**src/rtl/random_sequence_gen_if.sv**
```systemverilog
`default_nettype none
// ============================================================================
//  Module   : random_sequence_gen_if
//  Purpose  : Bundles the control and symbol signals of random_sequence_gen.
//             The master side (game logic / seed-capture stage) drives seed,
//             load, restart and req. The slave side (the generator) returns
//             value, valid, index, seeded and done.
//  Ports    : none. clk and reset are plain ports on the modules.
//  Revision : 1.0  initial release
// ============================================================================
interface random_sequence_gen_if #(
    parameter int N     = 6,
    parameter int OUT_W = 2,
    parameter int IDX_W = 6
);
    logic [N-1:0]     seed;
    logic             load;
    logic             restart;
    logic             req;
    logic [OUT_W-1:0] value;
    logic             valid;
    logic [IDX_W-1:0] index;
    logic             seeded;
    logic             done;

    modport master (
        output seed, load, restart, req,
        input  value, valid, index, seeded, done
    );

    modport slave (
        input  seed, load, restart, req,
        output value, valid, index, seeded, done
    );
endinterface
`default_nettype wire

```
**src/rtl/random_sequence_gen.sv**
```systemverilog
`default_nettype none
// ============================================================================
//  Module   : random_sequence_gen
//  Purpose  : Seeded pseudo-random symbol generator. It captures a seed on
//             load, steps a Fibonacci LFSR once per accepted req and emits
//             the low OUT_W bits of the new state with a one-cycle valid
//             pulse. restart replays the sequence from the stored seed.
//             Generation stops after MAX_LEN symbols until a load or a
//             restart.
//  Ports    : clk     - clock, all logic on posedge
//             reset   - synchronous, active-high
//             bus     - slave modport: seed/load/restart/req in,
//                       value/valid/index/seeded/done out
//  Revision : 1.0  initial release
// ============================================================================
module random_sequence_gen #(
    parameter int           N       = 6,
    parameter logic [N-1:0] TAPS    = 6'b110000,
    parameter int           OUT_W   = 2,
    parameter int           MAX_LEN = 32,
    parameter int           IDX_W   = 6
) (
    input  logic                  clk,
    input  logic                  reset,
    random_sequence_gen_if.slave  bus
);

    localparam logic [IDX_W-1:0] c_MAX_LEN = IDX_W'(MAX_LEN);

    typedef enum logic [1:0] {
        ST_UNSEEDED = 2'd0,
        ST_ACTIVE   = 2'd1,
        ST_DONE     = 2'd2
    } state_t;

    state_t           r_state;
    state_t           w_state_next;

    logic [N-1:0]     r_base;
    logic [N-1:0]     r_lfsr;
    logic [IDX_W-1:0] r_index;
    logic [OUT_W-1:0] r_value;
    logic             r_valid;
    logic             r_seeded;

    logic             w_restart_ok;
    logic             w_step;
    logic             w_fb;
    logic [N-1:0]     w_lfsr_next;
    logic [N-1:0]     w_seed_safe;
    logic [IDX_W-1:0] w_index_inc;

    // load wins over restart, restart wins over req; a lower-priority
    // request arriving alongside a higher one is simply dropped.
    assign w_restart_ok = bus.restart && !bus.load && (r_state != ST_UNSEEDED);
    assign w_step       = bus.req && !bus.load && !bus.restart && (r_state == ST_ACTIVE);

    assign w_fb        = ^(r_lfsr & TAPS);
    assign w_lfsr_next = {r_lfsr[N-2:0], w_fb};
    assign w_index_inc = r_index + 1'b1;

    // An all-zero LFSR never leaves zero, so a zero seed becomes all-ones.
    assign w_seed_safe = (bus.seed == '0) ? '1 : bus.seed;

    // ------------------------------------------------------------------
    // FSM
    // ------------------------------------------------------------------
    always_ff @(posedge clk) begin
        if (reset) begin
            r_state <= ST_UNSEEDED;
        end else begin
            r_state <= w_state_next;
        end
    end

    always_comb begin
        w_state_next = r_state;
        if (bus.load) begin
            w_state_next = ST_ACTIVE;
        end else if (w_restart_ok) begin
            w_state_next = ST_ACTIVE;
        end else if (w_step && (w_index_inc == c_MAX_LEN)) begin
            w_state_next = ST_DONE;
        end
    end

    // ------------------------------------------------------------------
    // Datapath
    // ------------------------------------------------------------------
    always_ff @(posedge clk) begin
        if (reset) begin
            r_base   <= '0;
            r_lfsr   <= '0;
            r_index  <= '0;
            r_value  <= '0;
            r_valid  <= 1'b0;
            r_seeded <= 1'b0;
        end else begin
            r_valid <= 1'b0;
            if (bus.load) begin
                r_base   <= w_seed_safe;
                r_lfsr   <= w_seed_safe;
                r_index  <= '0;
                r_seeded <= 1'b1;
            end else if (w_restart_ok) begin
                r_lfsr  <= r_base;
                r_index <= '0;
            end else if (w_step) begin
                r_lfsr  <= w_lfsr_next;
                r_value <= w_lfsr_next[OUT_W-1:0];
                r_valid <= 1'b1;
                r_index <= w_index_inc;
            end
        end
    end

    assign bus.value  = r_value;
    assign bus.valid  = r_valid;
    assign bus.index  = r_index;
    assign bus.seeded = r_seeded;
    assign bus.done   = (r_state == ST_DONE);

endmodule
`default_nettype wire

```
**src/flat_wrapper.sv**
```systemverilog
// flat-port wrapper written by rule: the top's interface ports become plain ports
module random_sequence_gen_flat 
#(
    parameter int           N       = 6,
    parameter logic [N-1:0] TAPS    = 6'b110000,
    parameter int           OUT_W   = 2,
    parameter int           MAX_LEN = 32,
    parameter int           IDX_W   = 6
)
  (clk, reset, bus_seed, bus_load, bus_restart, bus_req, bus_value, bus_valid, bus_index, bus_seeded, bus_done);
  random_sequence_gen_if #(.N(N), .OUT_W(OUT_W), .IDX_W(IDX_W)) bus_i ();
  input  logic clk;
  input  logic reset;
  input wire logic [$bits(bus_i.seed)-1:0] bus_seed;
  input wire logic [$bits(bus_i.load)-1:0] bus_load;
  input wire logic [$bits(bus_i.restart)-1:0] bus_restart;
  input wire logic [$bits(bus_i.req)-1:0] bus_req;
  output wire logic [$bits(bus_i.value)-1:0] bus_value;
  output wire logic [$bits(bus_i.valid)-1:0] bus_valid;
  output wire logic [$bits(bus_i.index)-1:0] bus_index;
  output wire logic [$bits(bus_i.seeded)-1:0] bus_seeded;
  output wire logic [$bits(bus_i.done)-1:0] bus_done;
  assign bus_i.seed = bus_seed;
  assign bus_i.load = bus_load;
  assign bus_i.restart = bus_restart;
  assign bus_i.req = bus_req;
  assign bus_value = bus_i.value;
  assign bus_valid = bus_i.valid;
  assign bus_index = bus_i.index;
  assign bus_seeded = bus_i.seeded;
  assign bus_done = bus_i.done;
  random_sequence_gen #(.N(N), .TAPS(TAPS), .OUT_W(OUT_W), .MAX_LEN(MAX_LEN), .IDX_W(IDX_W)) u_core (.clk(clk), .reset(reset), .bus(bus_i));
endmodule
```
**config.mk**
```make
export PLATFORM = sky130hd
export DESIGN_NAME = random_sequence_gen_flat
export DESIGN_NICKNAME = d
export VERILOG_FILES = /design/src/rtl/random_sequence_gen_if.sv /design/src/rtl/random_sequence_gen.sv /design/src/flat_wrapper.sv
export SDC_FILE = /design/constraint.sdc
export NUM_CORES = 1
export LEC_CHECK = 0
export CAP_MARGIN = 25
export CORE_MARGIN = 2
export CORE_UTILIZATION = 46
export CTS_CLUSTER_DIAMETER = 120
export DETAILED_ROUTE_END_ITERATION = 16
export PLACE_DENSITY = 0.82
export SYNTH_ARGS = -nofsm -noshare
export SYNTH_HDL_FRONTEND = slang
export SYNTH_SLANG_ARGS = --single-unit
export TNS_END_PERCENT = 20
```
**constraint.sdc**
```tcl
create_clock -name clk -period 1.7 [get_ports clk]
set_input_delay 0.34 -clock clk [delete_from_list [all_inputs] [get_ports clk]]
set_output_delay 0.34 -clock clk [all_outputs]
set_load 0.01 [all_outputs]
```
==> metrics.md <==
| Metric | Value |
|---|---|
| Synth area leaders | dfxtp_1 40%, nor2_1 6.2%, nor3_1 5.0% |
| Commonest cells in the synthesized netlist | 24 x dfxtp_1, 20 x nor2_1, 12 x nor3_1 |
| Sequential-to-total area share from yosys stat | 39.79% |
| Largest net degree at the start of global routing | 18 |
| Synth-to-layout area growth | 32.54% |
| F_max | 608.4 MHz |
| Final period utilization | 96.69% |
| I/O pin total | 22 |
| Peak VDD IR | 0.5218 mV |
| EDFF count, synth | 0 |
| Worst setup margin | 0.05633 ns |
| Worst-case reg-to-reg path depth | 5 |
| Port buffer count | 21 |
| DRC | 0 |
| Die area | 3050 sq um |
| Flop pwr share | 50.5% |
| # hold bufs at CTS | 0 |
| Sink Count | 24 |
| Clock root cell | clkbuf_4 |
| Vias | 1104 |
| Worst Path Required | 1.36 ns |
| Critical Path, Cell by Cell | clkdlybuf4s50_1 |
| End of the worst hold path | u_core.bus.value[0]$_SDFFE_PP0P_ |
| Final Hold Fails | 0 |
| Post-synth top flop | dfxtp_1 |
| Initial core utilization | 48.74% |
| Switch share | 23.09% |
| ANT cells | 0 |
| CTS tree | built |
| Final setup fails | 0 |
| Core region area | 2477 sq um |
| Area of the multi-input gates | 639.4 sq um |
| DIE HEIGHT | 55.23 um |
| RR Endpoint | u_core.bus.index[5]$_SDFFE_PP0P_ |
| CP max-delay cell | clkdlybuf4s50_1 |
| Vias in the first global route | 1095 |
| CP arrival | 1.30 ns |
| Psw | 0.2774 mW |
| Nets@finish | 186 |
| Crit path buf inv count | 1 |
| HP Class | reg2reg |
| Pre-CTS WS | -0.2499 ns |
| 1st-pass router iterations | 4 |
| Total area of sequential cells | 488.0 sq um |
| Max Slew Vio Count | 0 |
| Fraction of layout instances using a drive strength above 1 | 23.26% |
| Post-Syn Area | 1207 sq um |
| WS Path Type | reg2out |
| GRT Util Overall | 17.85% |
| Cell-internal power | 0.9239 mW |
| First DRT Iteration DRCs | 15 |
| Crit path launch type | flop |
| Die width | 55.23 um |
| Crit-path max cell delay | 0.56 ns |
| Gate count after technology mapping | 134 |
| Delay-heaviest family, CP | buffers and inverters |
| Row count | 18 |
| # fillers | 222 |
| Clk_lat worst skew | 0.32 ns |
| Yosys reg bits | 24 |
| Clk pwr share | 34.5% |
| Worst Skew | 0.005863 ns |
| Worst Path Max Fanout | 4 |
| RSZ-0062 raised after global routing | false |
| Routed Antenna Nets | 0 |
| Worst R2R Setup Slack | 0.17 ns |
| Tmin final | 1.644 ns |
| Hold Slack | 0.4610 ns |
| Clk buf depth | 2 |
| GPL Wtd Cong | 0.8005 |
| Max-cap violations | 0 |
| Hold Path Stages | 2 |
| Congestion Overflow GR | 0 |
| Cell variety after synth | 39 |
| Syn Nets | 147 |
| PwrDens | 750.6 nW/um^2 |
| Clock-pin slew on the worst setup and hold paths | 0.14 ns |
| Status | complete, no violations |
| Yosys top cell area share | 39.79% |
| Async S/R FF share, synth | 0% |
| Syn avg cell area | 9.011 sq um |
| Vias per cell | 5.465 |
| Drt total wl | 2642 um |
| H-tree levels | 1 |
| Synth area leader | dfxtp_1 |
| Gate power share | 15.1% |
| Most numerous cell in the Yosys netlist | dfxtp_1 |
| Dpl hpwl | 2063 um |
| Yosys warns | 0 |
| Hold wc startpoint | u_core.bus.value[0]$_SDFFE_PP0P_ |
| First-pass GRT wire length | 4554 um |
| CTS Buf Count | 3 |
| Setup TNS | 0 ns |
| Initial antenna violation count | 0 |
| Measured slew at the worst slew-check pin | 0.3920 ns |
| Reg2reg start | u_core.r_state[0]$_SDFFE_PP0P_ |
| Critical path endpoint category | primary output |
| Static Leak | 0.6039 nW |
| Slew Limit Headroom | 73.71% |
| Routed WL per cell | 13.08 um |
sequential cells by signal, indices dropped and copies added, names as in the netlist:
register and flops:
u_core.bus.index 6, u_core.bus.seeded 1, u_core.bus.valid 1, u_core.bus.value 2, u_core.r_base 6, u_core.r_lfsr 6
u_core.r_state 2
cell type report:
type                       count  area share [%]
clock buffer                   3           1.407
sequential                    24           30.49
inverter                       3          0.7037
timing repair buffer          43           23.22
multi-input combinational     98           39.95
tap                           30           2.346
clock inverter                 1           1.876
worst max path at each step:
stage / from / end / slack, ns / cells after the start
6_report: u_core.bus.index[5]$_SDFFE_PP0P_ / bus_index[5] / 0.06 / 1
5_1_grt: u_core.bus.index[2]$_SDFFE_PP0P_ / bus_index[2] / 0.0006 / 1
4_1_cts: u_core.bus.index[4]$_SDFFE_PP0P_ / bus_index[4] / 0.03 / 1
3_5_place_dp: bus_seed[5] / u_core.r_lfsr[1]$_SDFFE_PP0P_ / -0.25 / 5
3_3_place_gp: bus_seed[5] / u_core.r_lfsr[1]$_SDFFE_PP0P_ / -0.20 / 5
2_1_floorplan: u_core.bus.index[0]$_SDFFE_PP0P_ / u_core.r_state[0]$_SDFFE_PP0P_ / 0.24 / 5
cells by family after synthesis:
kind of cell	share of synthesized area, %
AO/OA/AOI/OAI	20.10
XOR/XNOR	5.803
adder cells (fa/ha/maj)	2.072
buffers and inverters	7.254
flip-flops	39.79
multiplexers	1.865
AND/OR/NAND/NOR	23.11
through the flow:
stage	cells	total power [mW]	area (sq um)	util, %
floorplan	134	0.7214	1207	-
global placement	198	0.7949	1544	62.32
detailed placement	198	0.8010	1544	62.32
CTS	202	1.213	1597	64.44
global route	202	1.262	1600	64.60
finish	202	1.201	1600	64.60
power groups by stage:
stage               sequential, mW  clock [mW]  combinational [mW]
floorplan                    0.617           0               0.104
global placement             0.619           0               0.176
detailed placement           0.621           0               0.180
CTS                          0.608       0.424               0.182
global route                 0.610       0.453               0.199
finish                       0.606       0.414               0.181
placed cells by master (no fill, tap or decap), types with 2 or more instances in the layout:
| master | instances |
|---|---|
| nor2_1 | 20 |
| ha_1 | 2 |
| nand3_1 | 6 |
| dfxtp_2 | 3 |
| o221ai_1 | 2 |
| nand2b_1 | 2 |
| buf_4 | 22 |
| xnor2_1 | 5 |
| a2111oi_2 | 3 |
| o22ai_1 | 3 |
| dfxtp_1 | 20 |
| nor3_1 | 12 |
| inv_1 | 2 |
| a31oi_1 | 2 |
| dlygate4sd2_1 | 3 |
| a21oi_1 | 5 |
| xor2_1 | 3 |
| o21a_1 | 4 |
| clkdlybuf4s50_1 | 18 |
| nor4_1 | 3 |
| clkbuf_4 | 3 |
| mux2_1 | 2 |
| nand2_1 | 9 |
per-layer routing:
| metal | GRT usage, % | wire [um] | vias to the layer above |
|---|---|---|---|
| met5 | 0 | 0 | - |
| met4 | 3.484 | 0 | 0 |
| met3 | 2.342 | 105 | 0 |
| met2 | 35.20 | 1381 | 37 |
| met1 | 20.09 | 1155 | 513 |
| li1 | - | - | 554 |
timing repair:
action | 4_1_cts | 5_1_grt
buffers inserted | 0 | 0
endpoints found under the setup margin | 5 | 2
resized for setup | 6 | 2
pin swaps | 0 | 0
Note: power is estimated with default switching activity, not from simulation.
